===== config.mk =====
export PLATFORM = sky130hd
export DESIGN_NAME = usb_byte_receiver
export DESIGN_NICKNAME = d
export VERILOG_FILES = /design/src/rtl/usb_byte_receiver.sv
export SDC_FILE = /design/constraint.sdc
export NUM_CORES = 1
export LEC_CHECK = 0
export ABC_CLOCK_PERIOD_IN_PS = 3000
export CAP_MARGIN = 20
export CORE_MARGIN = 5
export CORE_UTILIZATION = 42
export DETAILED_ROUTE_END_ITERATION = 7
export DONT_BUFFER_PORTS = 1
export GPL_ROUTABILITY_DRIVEN = 0
export HOLD_SLACK_MARGIN = 0.15
export PLACE_DENSITY = 0.67
export SLEW_MARGIN = 20
export SYNTH_ARGS = -nofsm -noshare
export SYNTH_HDL_FRONTEND = slang
export SYNTH_SLANG_ARGS = --single-unit
export TNS_END_PERCENT = 10

===== constraint.sdc =====
create_clock -name clk -period 3 [get_ports clk]
set_input_delay 0.3 -clock clk [delete_from_list [all_inputs] [get_ports clk]]
set_output_delay 0.3 -clock clk [all_outputs]
set_load 0.05 [all_outputs]

===== src/rtl/usb_byte_receiver.sv =====
// USB full-speed receive front end: line sync, bit-timing recovery, NRZI decode,
// bit unstuffing, SYNC check and LSB-first byte assembly with EOP/error reporting.
//
// state      | meaning
// -----------+----------------------------------------------------------------
// S_IDLE     | line idle (J), waiting for the first J->K edge of a packet
// S_SYNC     | shifting the 8 SYNC bits, compared against SYNC_BYTE when done
// S_RECV     | receiving unstuffed data bits, one byte per 8 bits
// S_EOP_WAIT | one SE0 seen on a byte boundary, expecting SE0 then J
// S_ERR_WAIT | error seen; waiting for CLKS_PER_BIT consecutive J clocks
module usb_byte_receiver #(
  parameter int         CLKS_PER_BIT = 8,
  parameter int         SAMPLE_POINT = 3,
  parameter logic [7:0] SYNC_BYTE    = 8'h80
) (
  input  logic       clk,
  input  logic       n_rst,
  input  logic       d_plus,
  input  logic       d_minus,
  output logic [7:0] rx_byte,
  output logic       byte_valid,
  output logic       rcving,
  output logic       eop_detected,
  output logic       rx_error,
  output logic       stuff_err
);

  localparam int            TW          = (CLKS_PER_BIT > 1) ? $clog2(CLKS_PER_BIT) : 1;
  localparam logic [TW-1:0] LAST_TICK   = TW'(CLKS_PER_BIT - 1);
  localparam logic [TW-1:0] SAMPLE_TICK = TW'(SAMPLE_POINT);

  typedef enum logic [2:0] {
    S_IDLE,
    S_SYNC,
    S_RECV,
    S_EOP_WAIT,
    S_ERR_WAIT
  } state_t;

  logic          r_dp_meta, r_dp_sync, r_dp_prev;
  logic          r_dm_meta, r_dm_sync;
  logic [TW-1:0] r_bit_timer;

  state_t        r_state;
  logic          r_prev_nrzi;
  logic [2:0]    r_ones_cnt;
  logic [2:0]    r_bit_cnt;
  logic [6:0]    r_shift;
  logic          r_se0_twice;
  logic [TW-1:0] r_j_cnt;
  logic [7:0]    r_rx_byte;
  logic          r_byte_valid;
  logic          r_rcving;
  logic          r_eop;
  logic          r_rx_error;
  logic          r_stuff_err;

  logic          w_dp_edge;
  logic          w_dp_fall;
  logic          w_strobe;
  logic          w_bit;
  logic          w_se0;
  logic          w_line_j;
  logic [7:0]    w_byte;

  // prev stage doubles as the edge detector for bit-timer realignment
  always_ff @(posedge clk or negedge n_rst) begin
    if (!n_rst) begin
      r_dp_meta <= 1'b1;
      r_dp_sync <= 1'b1;
      r_dp_prev <= 1'b1;
      r_dm_meta <= 1'b0;
      r_dm_sync <= 1'b0;
    end else begin
      r_dp_meta <= d_plus;
      r_dp_sync <= r_dp_meta;
      r_dp_prev <= r_dp_sync;
      r_dm_meta <= d_minus;
      r_dm_sync <= r_dm_meta;
    end
  end

  always_ff @(posedge clk or negedge n_rst) begin
    if (!n_rst) begin
      r_bit_timer <= '0;
    end else if (w_dp_edge || (r_bit_timer == LAST_TICK)) begin
      r_bit_timer <= '0;
    end else begin
      r_bit_timer <= r_bit_timer + 1'b1;
    end
  end

  assign w_dp_edge = r_dp_sync ^ r_dp_prev;
  assign w_dp_fall = r_dp_prev & ~r_dp_sync;
  assign w_strobe  = (r_bit_timer == SAMPLE_TICK);
  assign w_bit     = (r_dp_sync == r_prev_nrzi);
  assign w_se0     = ~r_dp_sync & ~r_dm_sync;
  assign w_line_j  = r_dp_sync & ~r_dm_sync;
  assign w_byte    = {w_bit, r_shift};

  always_ff @(posedge clk or negedge n_rst) begin
    if (!n_rst) begin
      r_state      <= S_IDLE;
      r_prev_nrzi  <= 1'b1;
      r_ones_cnt   <= '0;
      r_bit_cnt    <= '0;
      r_shift      <= '0;
      r_se0_twice  <= 1'b0;
      r_j_cnt      <= LAST_TICK;
      r_rx_byte    <= '0;
      r_byte_valid <= 1'b0;
      r_rcving     <= 1'b0;
      r_eop        <= 1'b0;
      r_rx_error   <= 1'b0;
      r_stuff_err  <= 1'b0;
    end else begin
      r_byte_valid <= 1'b0;
      r_eop        <= 1'b0;
      r_stuff_err  <= 1'b0;

      case (r_state)
        S_IDLE: begin
          if (w_dp_fall) begin
            r_state     <= S_SYNC;
            r_rx_error  <= 1'b0;
            r_ones_cnt  <= '0;
            r_bit_cnt   <= '0;
            r_shift     <= '0;
            r_prev_nrzi <= 1'b1;
            r_rcving    <= 1'b1;
          end
        end

        S_SYNC: begin
          if (w_strobe) begin
            r_prev_nrzi <= r_dp_sync;
            r_shift     <= w_byte[7:1];
            if (r_bit_cnt == 3'd7) begin
              r_bit_cnt <= '0;
              if (w_byte == SYNC_BYTE) begin
                r_state <= S_RECV;
              end else begin
                r_rx_error <= 1'b1;
                r_rcving   <= 1'b0;
                r_j_cnt    <= LAST_TICK;
                r_state    <= S_ERR_WAIT;
              end
            end else begin
              r_bit_cnt <= r_bit_cnt + 3'd1;
            end
          end
        end

        S_RECV: begin
          if (w_strobe) begin
            r_prev_nrzi <= r_dp_sync;
            if (w_se0) begin
              if (r_bit_cnt == 3'd0) begin
                r_se0_twice <= 1'b0;
                r_state     <= S_EOP_WAIT;
              end else begin
                r_rx_error <= 1'b1;
                r_rcving   <= 1'b0;
                r_j_cnt    <= LAST_TICK;
                r_state    <= S_ERR_WAIT;
              end
            end else if (r_ones_cnt == 3'd6) begin
              // this slot carries the stuff bit, never data
              if (w_bit) begin
                r_stuff_err <= 1'b1;
                r_rx_error  <= 1'b1;
                r_rcving    <= 1'b0;
                r_j_cnt     <= LAST_TICK;
                r_state     <= S_ERR_WAIT;
              end else begin
                r_ones_cnt <= '0;
              end
            end else begin
              r_shift    <= w_byte[7:1];
              r_ones_cnt <= w_bit ? (r_ones_cnt + 3'd1) : 3'd0;
              if (r_bit_cnt == 3'd7) begin
                r_bit_cnt    <= '0;
                r_rx_byte    <= w_byte;
                r_byte_valid <= 1'b1;
              end else begin
                r_bit_cnt <= r_bit_cnt + 3'd1;
              end
            end
          end
        end

        S_EOP_WAIT: begin
          if (w_strobe) begin
            if (w_se0) begin
              r_se0_twice <= 1'b1;
            end else if (w_line_j && r_se0_twice) begin
              r_eop    <= 1'b1;
              r_rcving <= 1'b0;
              r_state  <= S_IDLE;
            end else begin
              r_rx_error <= 1'b1;
              r_rcving   <= 1'b0;
              r_j_cnt    <= LAST_TICK;
              r_state    <= S_ERR_WAIT;
            end
          end
        end

        S_ERR_WAIT: begin
          r_rcving <= 1'b0;
          if (w_line_j) begin
            if (r_j_cnt == '0) begin
              r_state <= S_IDLE;
            end else begin
              r_j_cnt <= r_j_cnt - 1'b1;
            end
          end else begin
            r_j_cnt <= LAST_TICK;
          end
        end

        default: begin
          r_state  <= S_IDLE;
          r_rcving <= 1'b0;
        end
      endcase
    end
  end

  assign rx_byte      = r_rx_byte;
  assign byte_valid   = r_byte_valid;
  assign rcving       = r_rcving;
  assign eop_detected = r_eop;
  assign rx_error     = r_rx_error;
  assign stuff_err    = r_stuff_err;

endmodule


Word level (Yosys, flattened, before mapping)
Cells that the tools add are included.
- bits in registers: 42
- bits of input ports: 4
- output and inout port bits: 13
- logic and storage cells: 179
- $add $sub $neg: 4
- equality and inequality tests: 31
- muxes and demuxes: 96
- bitwise logic cells: 8
- reductions and logical operators: 21
- operator list (operator ; number):
    $mux W3 ; 39
    $mux W1 ; 43
    $mux W7 ; 5
    $ne A2 B2 Y1 const B ; 15
    $reduce_and A12 Y1 ; 2
    $pmux W7 S3 ; 1
    $reduce_and A10 Y1 ; 2
    $ne A3 B3 Y1 const B ; 5
    $pmux W3 S5 ; 1
    $eq A3 B3 Y1 const B ; 4
    $pmux W3 S4 ; 1
    $reduce_and A6 Y1 ; 2
    $reduce_and A5 Y1 ; 2
    $add A3 B1 Y3 const B ; 3
    $eq A3 B2 Y1 const B ; 3
    $logic_not A3 Y1 ; 3
    $pmux W3 S3 ; 1
    $eq A8 B8 Y1 const B ; 1
    $pmux W1 S4 ; 2
    $reduce_bool A4 Y1 ; 2
    $pmux W3 S2 ; 1
    $reduce_bool A2 Y1 ; 3
    $not A1 Y1 ; 4
    $pmux W1 S2 ; 2
    other kinds (11) ; 13

Logic depth before layout (Yosys ltp)
- depth in word-level cells: 7
- gate-level depth with buffers: 8
- mapped depth without buffers: 7

Worst setup path before layout
Ideal clock, no wire load.
- path kind: flip-flop to flip-flop
- start: register r_bit_timer[0]
- end: register r_rx_error (netlist: rx_error)
- library setup time: 0.125 ns
- arrival time: 1.914 ns
- data required time: 2.875 ns
- setup slack: 0.962 ns
- cell stages (with the launch flop): 9
- buffers on the path: 1
- period minus slack after synthesis: 2.038 ns
- cells stage by stage: dfrtp_1 > ha_1 > ha_1 > o21a_1 > a211oi_1 > or3_1 > buf_6 > nor3_1 > mux2_2
- cells in the longest elaborated chain, start to end: 3
- elaborated cells on any way between the ends: 5
- those cells by class: eq/ne (4); reduce/logical (1)
- RTL lines (item ; RTL line ; source):
    start, declared ; 42 ; logic [TW-1:0] r_bit_timer;
    start signal, assigned ; 89 ; r_bit_timer <= r_bit_timer + 1'b1;
    $eq A3 B2 Y1 * ; 95 ; assign w_strobe = (r_bit_timer == SAMPLE_TICK);
    $ne A2 B2 Y1 (no line) ; - ;
    $reduce_and A12 Y1 (no line) * ; - ;
    end signal, assigned ; 114 ; r_rx_error <= 1'b0;
    end signal, assigned ; 125 ; r_rx_error <= 1'b0;
    end signal, assigned ; 143 ; r_rx_error <= 1'b1;
    end, declared ; 55 ; logic r_rx_error;
Every way passes the cells marked *; elsewhere a longest branch is shown, timed or not.
A chain may end at the register's enable or synchronous reset.

Final worst setup path
- start: register r_state[1]
- end: register r_j_cnt[1]
- cells in the longest elaborated chain, start to end: 3
- elaborated cells on any way between the ends: 18
- those cells by class: eq/ne (15); mux (1); reduce/logical (2)
- RTL lines (item ; RTL line ; source):
    start, declared ; 44 ; state_t r_state;
    start signal, assigned ; 103 ; r_state <= S_IDLE;
    start signal, assigned ; 124 ; r_state <= S_SYNC;
    start signal, assigned ; 141 ; r_state <= S_RECV;
    $eq A3 B3 Y1, or another cell as far along ; 121 ; case (r_state)
    $ne A3 B3 Y1 (no line), or another cell as far along ; - ;
    $reduce_and A12 Y1 (no line) ; - ;
    end signal, assigned ; 215 ; r_j_cnt <= r_j_cnt - 1'b1;
    end, declared ; 50 ; logic [TW-1:0] r_j_cnt;
Several ways; a longest one is shown, not always the timed one.

==> results.toml <==
[status]
outcome = "finished clean"

[flow_run]
drv_cap = 0

[logic_synthesis]
netlist_area_mm2 = 0.002106
async_flop_share_pct = 100.0
synthDistinctLibCells = 46
syn-num-nets = 209
synth-seq-area-share_pct = 50.33
synthesis.instances = 194
synth-main-ff-cell = "dfrtp_1"
yosys_warnings = 0
ys_ff_latch = 42
synth-edff-count = 0
syn_avg_cell_area_um2 = 10.85

[cts]
cts_tree = "done"
clk_latency_ns = 0.30
clk_path_buf_depth = 2
cts_buffers = 5
hold_buffers = 4
clkTransAtPathRegs_ns = 0.09
cts_max_level = 2
post-cts-setup-buffers = 0
cts.sink_count = 42
clockRootBuffer = "clkbuf_8"
cts_resized = 0

[grt]
track_usage_pct = 13.33
grt_pass1_wl_um = 6596
antenna_found_initial = 0
grt_pass1_vias = 1325
grt_max_degree = 43
grt-ovfl-total = 0

[die]
die_h_um = 80.81
initial_core_util_pct = 44.00
row_count = 25
die_area_mm2 = 0.006529
ios = 17
dieWidth_um = 80.81
core-area_mm2 = 0.004786

[finish]
antenna_cells = 0
syn_to_final_growth_pct = 7.308
final_common_cell = "dfrtp_1"
final_core_util_pct = 47.22
mostFrequentLayoutCells = "dfrtp_1, nand2_1, o21ai_0, inv_1, ha_1"
fillers = 444
drive_above_1_share_pct = 18.18
layout.nets = 212

[sta]
setup_violations = 0
fin_skew_ns = 0.006953
hold_violations = 0
layout_min_cycle_time_ns = 2.241
worst_pin_slew_ns = 0.5160
slew_headroom_pct = 65.60
fmax_mhz = 446.2
tns_ns = 0
rsz0062_at_grt = "false"
post-route-period-util_pct = 74.71
slew_violations = 0

[setup_path]
crit_buf_inv = 0
r2r_slack_ns = 0.76
critical_path_class = "reg -> reg"
end_kind = "flip-flop"
worstPathRequired_ns = 3.24
crit_slowest_cell = "dfrtp_1"
cpPeakStageDelay_ns = 0.64
path_delay_family = "simple AND/OR/NAND/NOR gates"
path_cells = "or3b_1 > a311oi_1 > or3_1 > o22ai_4 > mux2_4"
worst-path-max-fanout = 16
crit_arrival_ns = 2.48
startpoint_type = "flip-flop"

[placement]
portBuffers = 0
place_hpwl_um = 2559

[power_and_ir_drop]
netSwitchingFraction_pct = 40.64
powerDensity_mw_per_mm2 = 827.3
intPower_mw = 1.110
ir_drop_uv = 422.4
p_leak_nw = 1.015
clkPwrFrac_pct = 19.9
seqPwrFrac_pct = 46.3
power.switching_uw = 759.7
pwr-share-comb_pct = 33.8

[hold_path]
hold_class = "reg -> reg"

[route]
wl_per_cell_um = 13.93
num_vias = 1373
drtAntennaViolNets = 0
drc = 0
initialDrtViolationCount = 77
firstDrtPassIters = 5
totalWireLength_um = 3691
via_per_inst = 5.181
==> metal layers <==
layer / vias to the layer above / part of all wire [%] / wire length (µm) / track usage [%]
met5: - / 0 / 0 / 0
met4: 0 / 1.7 / 64 / 6.588
met3: 7 / 5.5 / 202 / 4.213
met2: 29 / 44 / 1624 / 19.05
met1: 662 / 49 / 1799 / 18.18
li1: 675 / - / - / -
==> final cells by class <==
type	instances	area (µm²)	share of cell area (%)
repair buffers	5	57.56	2.547
inverters	11	41.29	1.827
flip-flops and latches	42	1060	46.90
clock inverters	3	21.27	0.9413
clock buffers	5	68.82	3.045
multi-input cells	132	927.1	41.03
well taps	67	83.83	3.710
==> cells in the mapped netlist (2+ instances only) <==
cell | number | share of area [%]
o21ai_0 | 16 | 3.8
mux2_2 | 9 | 4.8
a2bb2oi_1 | 2 | 0.83
nor3b_1 | 2 | 0.71
nor2_1 | 9 | 1.6
clkbuf_1 | 3 | 0.53
mux2_4 | 2 | 1.4
nand2b_1 | 4 | 1.2
o21a_1 | 3 | 1.1
buf_6 | 4 | 2.1
nand4_1 | 2 | 0.59
nor3_1 | 5 | 1.2
o22ai_1 | 2 | 0.59
nand2_1 | 30 | 5.3
dfstp_2 | 7 | 8.7
nor4_1 | 3 | 0.89
inv_1 | 11 | 2.0
ha_1 | 11 | 6.5
mux2i_1 | 2 | 0.95
a21oi_1 | 6 | 1.4
nand3_1 | 2 | 0.48
dfrtp_1 | 35 | 42
==> registers in the layout, indices dropped and copies added, names as in the netlist <==
| signal | cells |
|---|---|
| rcving | 1 |
| r_dm_meta | 1 |
| rx_error | 1 |
| rx_byte | 8 |
| stuff_err | 1 |
| eop_detected | 1 |
| r_dm_sync | 1 |
| r_se0_twice | 1 |
| r_dp_sync | 1 |
| r_shift | 7 |
| r_prev_nrzi | 1 |
| r_bit_timer | 3 |
| byte_valid | 1 |
| r_dp_meta | 1 |
| r_ones_cnt | 3 |
| r_j_cnt | 3 |
| r_bit_cnt | 3 |
| r_state | 3 |
| r_dp_prev | 1 |
==> metrics by stage <==
stage | std cells | worst slack (ns) | hold WS [ns] | total power [mW] | area, µm²
after floorplan | 194 | 0.9616 | 0.004409 | 1.410 | 2106
after global placement | 253 | 0.8112 | 0.005589 | 1.477 | 2120
after detailed placement | 253 | 0.7846 | 0.005502 | 1.494 | 2120
after CTS | 265 | 0.7677 | 0.3603 | 1.891 | 2260
after global routing | 265 | 0.5670 | 0.3692 | 2.028 | 2260
final | 265 | 0.7588 | 0.3609 | 1.869 | 2260
==> power by group through the flow <==
| stage | sequential, mW | combinational (mW) | clock (mW) |
|---|---|---|---|
| 2_1_floorplan | 0.806 | 0.604 | 0 |
| 3_3_place_gp | 0.874 | 0.603 | 0 |
| 3_5_place_dp | 0.877 | 0.617 | 0 |
| 4_1_cts | 0.866 | 0.638 | 0.387 |
| 5_1_grt | 0.889 | 0.723 | 0.416 |
| 6_report | 0.865 | 0.632 | 0.372 |
==> path summary, 6_finish.rpt <==
| kind | start | end | depth (start not counted) |
|---|---|---|---|
| min in group asynchronous | n_rst | rx_error | 2 |
| max reg2reg | r_state[1] | r_j_cnt[1] | 5 |
| max | r_state[1] | r_j_cnt[1] | 5 |
| min | r_dp_meta | r_dp_sync | 0 |
| max in group asynchronous | n_rst | r_dp_meta | 2 |
| min reg2reg | r_dp_meta | r_dp_sync | 0 |
==> kinds of logic after synthesis <==
family | Yosys count | synth area share, %
AO/OA/AOI/OAI | 39 | 12.24
XOR/XNOR | 2 | 1.723
adder cells (fa/ha/maj) | 11 | 6.536
buffers and inverters | 20 | 5.644
flip-flops | 42 | 50.33
multiplexers | 13 | 7.190
AND/OR/NAND/NOR | 67 | 16.34
Note: power is estimated with default switching activity, not from simulation.
